--- src/rtl/conv_frame_scheduler.sv ---
// conv_frame_scheduler
// Launches capture runs, waits for completion, and swaps the two feature-map
// BRAM banks only at a tiler start-of-frame so the display never tears.
// Port A (capture writer) addresses bank wr_bank; port B (tiler) addresses
// the other bank.
// Optional feature macro: SCHED_TIMEOUT_EN builds the RUN timeout counter and
// the ERROR state. Without it RUN waits indefinitely and timeout_err is 0.
//
// Handshake note: cap_start, cap_done and sof are single-cycle pulses with no
// back-pressure; a pulse is acted on only in the state that expects it and is
// otherwise ignored.
module conv_frame_scheduler #(
    parameter int BANK_AWIDTH    = 11,
    parameter int TIMEOUT_CYCLES = 2000000,
    parameter int CNT_WIDTH      = 16
) (
    input  logic                   out_stream_aclk,
    input  logic                   periph_reset,
    input  logic                   start_req,
    input  logic                   continuous,
    input  logic                   clear_err,
    output logic                   cap_start,
    input  logic                   cap_done,
    input  logic [BANK_AWIDTH-1:0] cap_addr,
    input  logic [BANK_AWIDTH-1:0] tiler_addr,
    input  logic                   sof,
    output logic [BANK_AWIDTH:0]   bram_addr_a,
    output logic [BANK_AWIDTH:0]   bram_addr_b,
    output logic                   busy,
    output logic                   frame_ready,
    output logic                   timeout_err,
    output logic [CNT_WIDTH-1:0]   run_count,
    output logic [2:0]             state_dbg
);

    typedef enum logic [2:0] {
        S_IDLE      = 3'd0,
        S_LAUNCH    = 3'd1,
        S_RUN       = 3'd2,
        S_SWAP_WAIT = 3'd3,
        S_ERROR     = 3'd4
    } state_t;

    state_t state;
    logic   wr_bank;
    logic   pending;
    logic   start_prev;
    logic   start_rise;
    logic   tmo_hit;

    assign start_rise = start_req & ~start_prev;

`ifdef SCHED_TIMEOUT_EN
    localparam int TW = (TIMEOUT_CYCLES > 1) ? $clog2(TIMEOUT_CYCLES) : 1;
    logic [TW-1:0] tmo_cnt;

    // RUN-cycle counter: zeroed in LAUNCH so it starts at 0 on RUN entry.
    always_ff @(posedge out_stream_aclk or posedge periph_reset) begin
        if (periph_reset) begin
            tmo_cnt <= '0;
        end else if (state == S_LAUNCH) begin
            tmo_cnt <= '0;
        end else if (state == S_RUN) begin
            tmo_cnt <= tmo_cnt + TW'(1);
        end
    end

    assign tmo_hit     = (state == S_RUN) && (tmo_cnt == TW'(TIMEOUT_CYCLES - 1));
    assign timeout_err = (state == S_ERROR);
`else
    logic tmo_unused;
    assign tmo_unused  = (TIMEOUT_CYCLES != 0);
    assign tmo_hit     = 1'b0;
    assign timeout_err = 1'b0;
`endif

    // Registered copy of start_req for rising-edge detection.
    always_ff @(posedge out_stream_aclk or posedge periph_reset) begin
        if (periph_reset) start_prev <= 1'b0;
        else              start_prev <= start_req;
    end

    // Main sequencer: launch, run, swap at sof, plus one-deep pending request.
    always_ff @(posedge out_stream_aclk or posedge periph_reset) begin
        if (periph_reset) begin
            state       <= S_IDLE;
            wr_bank     <= 1'b0;
            pending     <= 1'b0;
            frame_ready <= 1'b0;
            run_count   <= '0;
        end else begin
            case (state)
                S_IDLE: begin
                    if (start_rise || continuous) state <= S_LAUNCH;
                end
                S_LAUNCH: begin
                    if (start_rise) pending <= 1'b1;
                    state <= S_RUN;
                end
                S_RUN: begin
                    if (start_rise) pending <= 1'b1;
                    // Completion takes priority over a coincident timeout.
                    if (cap_done)     state <= S_SWAP_WAIT;
                    else if (tmo_hit) state <= S_ERROR;
                end
                S_SWAP_WAIT: begin
                    if (sof) begin
                        wr_bank     <= ~wr_bank;
                        frame_ready <= 1'b1;
                        run_count   <= run_count + CNT_WIDTH'(1);
                        pending     <= 1'b0;
                        state       <= (continuous || pending) ? S_LAUNCH : S_IDLE;
                    end else if (start_rise) begin
                        pending <= 1'b1;
                    end
                end
                S_ERROR: begin
                    pending <= 1'b0;
                    if (clear_err) state <= S_IDLE;
                end
                default: state <= S_IDLE;
            endcase
        end
    end

    assign cap_start   = (state == S_LAUNCH);
    assign busy        = (state == S_LAUNCH) || (state == S_RUN) || (state == S_SWAP_WAIT);
    assign state_dbg   = state;
    assign bram_addr_a = {wr_bank, cap_addr};
    assign bram_addr_b = {~wr_bank, tiler_addr};

endmodule

--- config.mk ---
export PLATFORM = sky130hd
export DESIGN_NAME = conv_frame_scheduler
export DESIGN_NICKNAME = d
export VERILOG_FILES = /design/src/rtl/conv_frame_scheduler.sv
export SDC_FILE = /design/constraint.sdc
export NUM_CORES = 1
export LEC_CHECK = 0
export ABC_AREA = 1
export CAP_MARGIN = 40
export CORE_ASPECT_RATIO = 1.25
export CORE_MARGIN = 8
export CORE_UTILIZATION = 42
export DETAILED_ROUTE_END_ITERATION = 8
export PLACE_DENSITY = 0.95
export SKIP_CTS_REPAIR_TIMING = 1
export SLEW_MARGIN = 40
export SYNTH_ARGS = -nofsm -noshare
export SYNTH_HDL_FRONTEND = slang
export SYNTH_SLANG_ARGS = --single-unit
--- constraint.sdc ---
create_clock -name out_stream_aclk -period 3.6 [get_ports out_stream_aclk]
set_input_delay 0.36 -clock out_stream_aclk [delete_from_list [all_inputs] [get_ports out_stream_aclk]]
set_output_delay 0.36 -clock out_stream_aclk [all_outputs]
set_load 0.02 [all_outputs]
==> reports/results.txt, run 1 <==
Crit Reg-Reg Startpoint: state_dbg[1]
Power Density: 564 nW/um2
Design Area, Final: 1640 um2
Iteration count of the initial detailed-routing pass: 4
Die width: 68.2 um
Largest net degree at the start of global routing: 13
Area of the multi-input gates: 604 um2
Number of I/O port buffers: 28
Dpl cell area: 1590 um2
Post-Route WL: 2830 um
Filler cells: 302
Final max-slew violation count: 0
Crit path to: busy
Num rows: 23
Setup TNS Final: 0 ns
Flops & latches, synth: 22
Smallest hold slack: 0.410 ns
Yosys cell types: 25
Skew final: 0.00137 ns
DR vias: 1075
WP buf/inv: 3
Tmin final: 2.14 ns
Cells along the critical path: inv_1, ha_1, inv_1, clkdlybuf4s50_1
Mapped Area: 1430 um2
Register Area: 551 um2
WP data arrival: 1.78 ns
Crit Path Category: reg -> out
Layout area overhead: 14.9%
Iter 0 DRT Violations: 72
Std-Cell Core Area: 3220 um2
Via density: 4.84
Longest Clk Path Bufs: 2
Vias in the first global route: 1088
Post-synthesis mux area share: 0
VDD IR max: 0.431 mV
Final hold violation count: 0
Ant. Diodes: 0
LEAKAGE: 0.805 nW
Crit. End Element: output pin
Post-synthesis sequential area ratio: 0.385
CP max stage delay: 0.61 ns
Avg Cell Area, Syn: 8.13 um2
Remaining antenna violation count: 0
Complex-gate fraction of the synthesized area: 0.0236
Root Driver: clkbuf_8
Slowest stage cell, crit path: clkdlybuf4s50_1
Antenna violations before repair: 0
All-Layer GR Usage: 0.106
Proportion of layout cells with a drive suffix above 1: 0.103
Required @ worst endpoint: 3.24 ns
Ports: 76
Worst setup path start: state_dbg[0]
Design Power: 0.000927 W
Fin util: 0.510
GPL Wtd Cong: 0.796
DR WL/cell: 12.7 um
Clk slew on worst S/H paths: 0.08 ns
H-tree Lvls: 1
Run status: completed
DRC viols: 0
Clock latency on the worst-skew pair: 0.26 ns
Die area: 5540 um2
Yosys synthesis warning count: 0
Crit path max-delay family: buffers and inverters
Area share of xor/xnor cells in the synthesized design: 0.0428
Total CTS buffers: 3
TritonCTS Sinks: 22
Total gr overflow: 0
Startpoint Class: register
Flop2flop setup slack: 2.17 ns
Cells after Synth: 176
Largest family of logic cells by synthesized area: simple AND/OR/NAND/NOR gates
R2R depth: 6
Critical path depth: 4
Die Height: 81.3 um
Final setup violation count: 0
Hold Path Class: in -> async
Unrepaired setup endpoints after global routing: false
Max FO, Critical Path: 6
Post-layout nets: 221
R2R Path End: run_count[8]
FMAX: 468 MHz
Initial Utilization: 0.444
Period Utilization, post-route: 0.594
Synth Area in Adders: 0.0524
First-pass GRT wire length: 4690 um
Post-Synth Simple-Gate Area: 0.298
CTS tree: done
Max-cap violations: 0
Dpl hpwl: 2190 um
Most Frequent Cell on Critical Path: inv_1
-- sequential cells by signal, indices dropped and copies added (netlist names) --
name,count
run_count,16
state_dbg,2
frame_ready,1
pending,1
start_prev,1
wr_bank,1
-- final cells by class --
type / count / share of cell area
clock buffers: 4 / 0.0335
multi-input cells: 106 / 0.368
flip-flops and latches: 22 / 0.335
repair buffers: 29 / 0.180
inverters: 24 / 0.0563
well taps: 37 / 0.0282
-- cells by family (layout without fill, tap and decap cells) --
group / count (synthesis) / in the layout
simple gates: 85 / 85
buf+inv: 49 / 57
compound gates: 6 / 6
xor+xnor: 7 / 7
fa+ha+maj: 6 / 6
other cells: 1 / 2
flops: 22 / 22
-- stage by stage --
| stage | cells | setup WS, ns |
|---|---|---|
| floorplan | 177 | 2.18 |
| global placement | 217 | 1.80 |
| detailed placement | 218 | 1.76 |
| CTS | 222 | 1.46 |
| global route | 222 | 1.36 |
| finish | 222 | 1.46 |
-- cells in the mapped netlist (all sizes together) --
| cell type | instances | area share |
|---|---|---|
| xnor2 | 3 | 0.018 |
| a2bb2oi | 1 | 0.0061 |
| conb | 1 | 0.0026 |
| inv | 24 | 0.065 |
| or2 | 1 | 0.0044 |
| nor3 | 2 | 0.023 |
| nand4 | 1 | 0.0044 |
| nor2 | 17 | 0.060 |
| dfrtp | 22 | 0.38 |
| nand3b | 3 | 0.016 |
| and2 | 1 | 0.0044 |
| buf | 25 | 0.13 |
| nand3 | 9 | 0.044 |
| xor2 | 4 | 0.024 |
| nand2 | 51 | 0.14 |
| o21ai | 5 | 0.017 |
| ha | 6 | 0.052 |
-- per-layer routing --
layer  global-route usage  share of wire
met3               0.0316          0.075
met1                0.116           0.40
met2                0.184           0.51
met4               0.0452          0.011
met5                    0              0
-- where the power goes --
part	leakage, nW	internal [W]	total, W	switching (W)
logic	0.502	0.000173	0.000399	0.000226
clock network	0.0288	0.0000975	0.000178	0.0000803
registers	0.274	0.000293	0.000349	0.0000559
-- worst min path at each step --
stage	from	endpoint	slack, ns
final	periph_reset	start_prev	0.41
after floorplan	periph_reset	frame_ready	0.35
after CTS	periph_reset	frame_ready	0.43
after detailed placement	frame_ready	frame_ready	0.47
after global routing	periph_reset	run_count[12]	0.46
after global placement	frame_ready	frame_ready	0.45
-- cell usage in the layout (no fill, tap or decap) --
| cell type | count |
|---|---|
| xnor2_1 | 3 |
| nor3_4 | 2 |
| nand3_2 | 1 |
| nor2_1 | 12 |
| clkdlybuf4s50_1 | 28 |
| inv_1 | 23 |
| inv_4 | 1 |
| xor2_1 | 4 |
| a2bb2oi_1 | 1 |
| conb_1 | 2 |
| nand4_1 | 1 |
| o21ai_0 | 4 |
| clkbuf_8 | 4 |
| nand3_1 | 7 |
| nand2_2 | 2 |
| dfrtp_1 | 22 |
| nor2_4 | 2 |
| and2_0 | 1 |
| nand2_4 | 1 |
| or2_2 | 1 |
| ha_1 | 6 |
| nor2_2 | 3 |
| buf_8 | 1 |
| nand3b_1 | 3 |
| nand3_4 | 1 |
| o21ai_1 | 1 |
| nand2_1 | 48 |
No activity file was read; power rests on OpenSTA's default activity.
==> run 2, diff against run 1 <==
--- a/config.mk
+++ b/config.mk
@@ -9,9 +9,9 @@
 export CAP_MARGIN = 40
 export CORE_ASPECT_RATIO = 1.25
 export CORE_MARGIN = 8
-export CORE_UTILIZATION = 42
+export CORE_UTILIZATION = 39
 export DETAILED_ROUTE_END_ITERATION = 8
-export PLACE_DENSITY = 0.95
+export PLACE_DENSITY = 0.9
 export SKIP_CTS_REPAIR_TIMING = 1
 export SLEW_MARGIN = 40
 export SYNTH_ARGS = -nofsm -noshare
==> constraint.sdc (replaced) <==
create_clock -name out_stream_aclk -period 2.2 [get_ports out_stream_aclk]
set_input_delay 0.22 -clock out_stream_aclk [delete_from_list [all_inputs] [get_ports out_stream_aclk]]
set_output_delay 0.22 -clock out_stream_aclk [all_outputs]
set_load 0.02 [all_outputs]
==> reports/results.txt, run 2 (synthesis results as in run 1) <==
Run status: completed
Total CTS buffers: 3 (unchanged)
Root Driver: clkbuf_8
Switching Fraction: 0.385 (-0.00659)
Area of the multi-input gates: 604 um2 (unchanged)
Crit Reg-Reg Startpoint: state_dbg[1]
First-pass GRT wire length: 4830 um (+2.9%)
Crit. End Element: output pin
Filler cells: 327 (+8.3%)
Post-layout nets: 221 (unchanged)
Die Height: 83.7 um (+3.0%)
Final setup violation count: 0 (unchanged)
Remaining antenna violation count: 0 (unchanged)
Longest Clk Path Bufs: 2 (unchanged)
Post-Route WL: 2670 um (-5.6%)
Biggest register: run_count
Layout area overhead: 14.5%
Clk slew on worst S/H paths: 0.08 ns (about the same)
WP data arrival: 1.74 ns (-0.04 ns)
Via density: 4.71 (-2.8%)
Die width: 70.2 um (+2.9%)
DR vias: 1054 (-2.0%)
Design Area, Final: 1640 um2 (-0.30%)
Iter 0 DRT Violations: 49 (-32%)
Vias in the first global route: 1072 (-1.5%)
FMAX: 510 MHz
Ant. Diodes: 0 (unchanged)
Flop2flop setup slack: 0.80 ns (-1.37 ns)
Antenna violations before repair: 0 (unchanged)
Final hold violation count: 0 (unchanged)
LEAKAGE: 0.803 nW (-0.32%)
Setup TNS Final: 0 ns (unchanged)
Placed Instances: 220 (+0.92%)
Hold Path Class: in -> async
Most frequent cells in the layout: nand2_1 (48), clkdlybuf4s50_1 (28), inv_1 (23), dfrtp_1 (22), nor2_1 (12)
Startpoint Class: register
Ports: 76 (unchanged)
Dpl hpwl: 2130 um (-3.1%)
Proportion of layout cells with a drive suffix above 1: 0.103 (unchanged)
Skew final: 0.00232 ns (+0.000952 ns)
Largest net degree at the start of global routing: 23 (+10)
GPL Wtd Cong: 0.794 (-0.16%)
Clk pwr share: 0.192 (about the same)
Max reg flops: 16 (unchanged)
All-Layer GR Usage: 0.0958 (-0.0105)
VDD IR max: 0.739 mV (+71%)
Switching Power: 0.000575 W (+59%)
Die area: 5880 um2 (+6.0%)
Final max-slew violation count: 0 (unchanged)
Initial Utilization: 0.407 (-0.0367)
Required @ worst endpoint: 1.98 ns (-1.26 ns)
Max FO, Critical Path: 6 (unchanged)
Std-Cell Core Area: 3510 um2 (+9.0%)
Clock latency on the worst-skew pair: 0.26 ns (about the same)
Most common cell after layout, fill and taps aside: nand2_1
Max-cap violations: 0 (unchanged)
DR WL/cell: 11.9 um (-6.5%)
Worst setup path start: state_dbg[0]
Total gr overflow: 0 (unchanged)
CTS tree: done
Period Utilization, post-route: 0.891
Int Pwr: 0.000920 W (+63%)
Dpl cell area: 1580 um2 (-0.31%)
Unrepaired setup endpoints after global routing: false
Reg power frac: 0.383 (+0.006)
Iteration count of the initial detailed-routing pass: 4 (unchanged)
H-tree Lvls: 1 (unchanged)
Power Density: 912 nW/um2 (+62%)
TritonCTS Sinks: 22 (unchanged)
DRC viols: 0 (unchanged)
Num rows: 24 (+4.3%)
Number of I/O port buffers: 28 (unchanged)
Final std cells w/o fill: 224 (+0.90%)
Register Area: 551 um2 (unchanged)
Crit Path Category: reg -> out
Tmin final: 1.96 ns
Combinational share of power: 0.425 (-0.006)
run 2: cell types whose count changed in the layout (fill, tap and decap cells not counted):
cell / change
buf_8: -1
buf_4: +1
run 2: metal layers:
metal / vias to the layer above / track usage / routed length [um]
li1: 528 / - / -
met1: 493 / 0.109 / 1120
met2: 27 / 0.158 / 1310
met3: 6 / 0.0321 / 185
met4: 0 / 0.0403 / 51
met5: - / 0 / 0
run 2: layout make-up:
| type | instances | share of cell area |
|---|---|---|
| clock buffers | 4 | 0.0336 |
| inverters | 24 | 0.0565 |
| multi-input cells | 106 | 0.369 |
| flip-flops and latches | 22 | 0.336 |
| well taps | 39 | 0.0298 |
| repair buffers | 29 | 0.176 |
run 2: through the flow:
| step | power [W] | worst slack, ns | hold slack [ns] | util |
|---|---|---|---|---|
| after floorplan | 0.00103 | 0.777 | 0.209 | - |
| after global placement | 0.00121 | 0.541 | 0.440 | 0.451 |
| after detailed placement | 0.00123 | 0.524 | 0.440 | 0.451 |
| after CTS | 0.00152 | 0.220 | 0.298 | 0.467 |
| after global routing | 0.00160 | 0.109 | 0.312 | 0.467 |
| final | 0.00150 | 0.240 | 0.288 | 0.467 |
run 2: path summary, 6_finish.rpt:
kind	endpoint	cells after the start
setup / recovery	busy	4
hold / removal	run_count[9]	3
setup reg to reg	run_count[12]	6
hold reg to reg	frame_ready	1
max in group asynchronous	run_count[1]	3
min in group out_stream_aclk	start_prev	1
run 2: critical path, cell delays in order, from the launching register on:
cell	delay, ns
dfrtp_1	0.45
inv_1	0.09
ha_1	0.23
inv_1	0.10
clkdlybuf4s50_1	0.61
run 2: power groups by stage:
stage          combinational [W]  sequential [W]  clock (W)
3_5_place_dp            0.000645        0.000582          0
3_3_place_gp            0.000631        0.000576          0
2_1_floorplan           0.000405        0.000629          0
5_1_grt                 0.000701        0.000591   0.000309
6_report                0.000635        0.000573   0.000287
4_1_cts                 0.000649        0.000575   0.000297
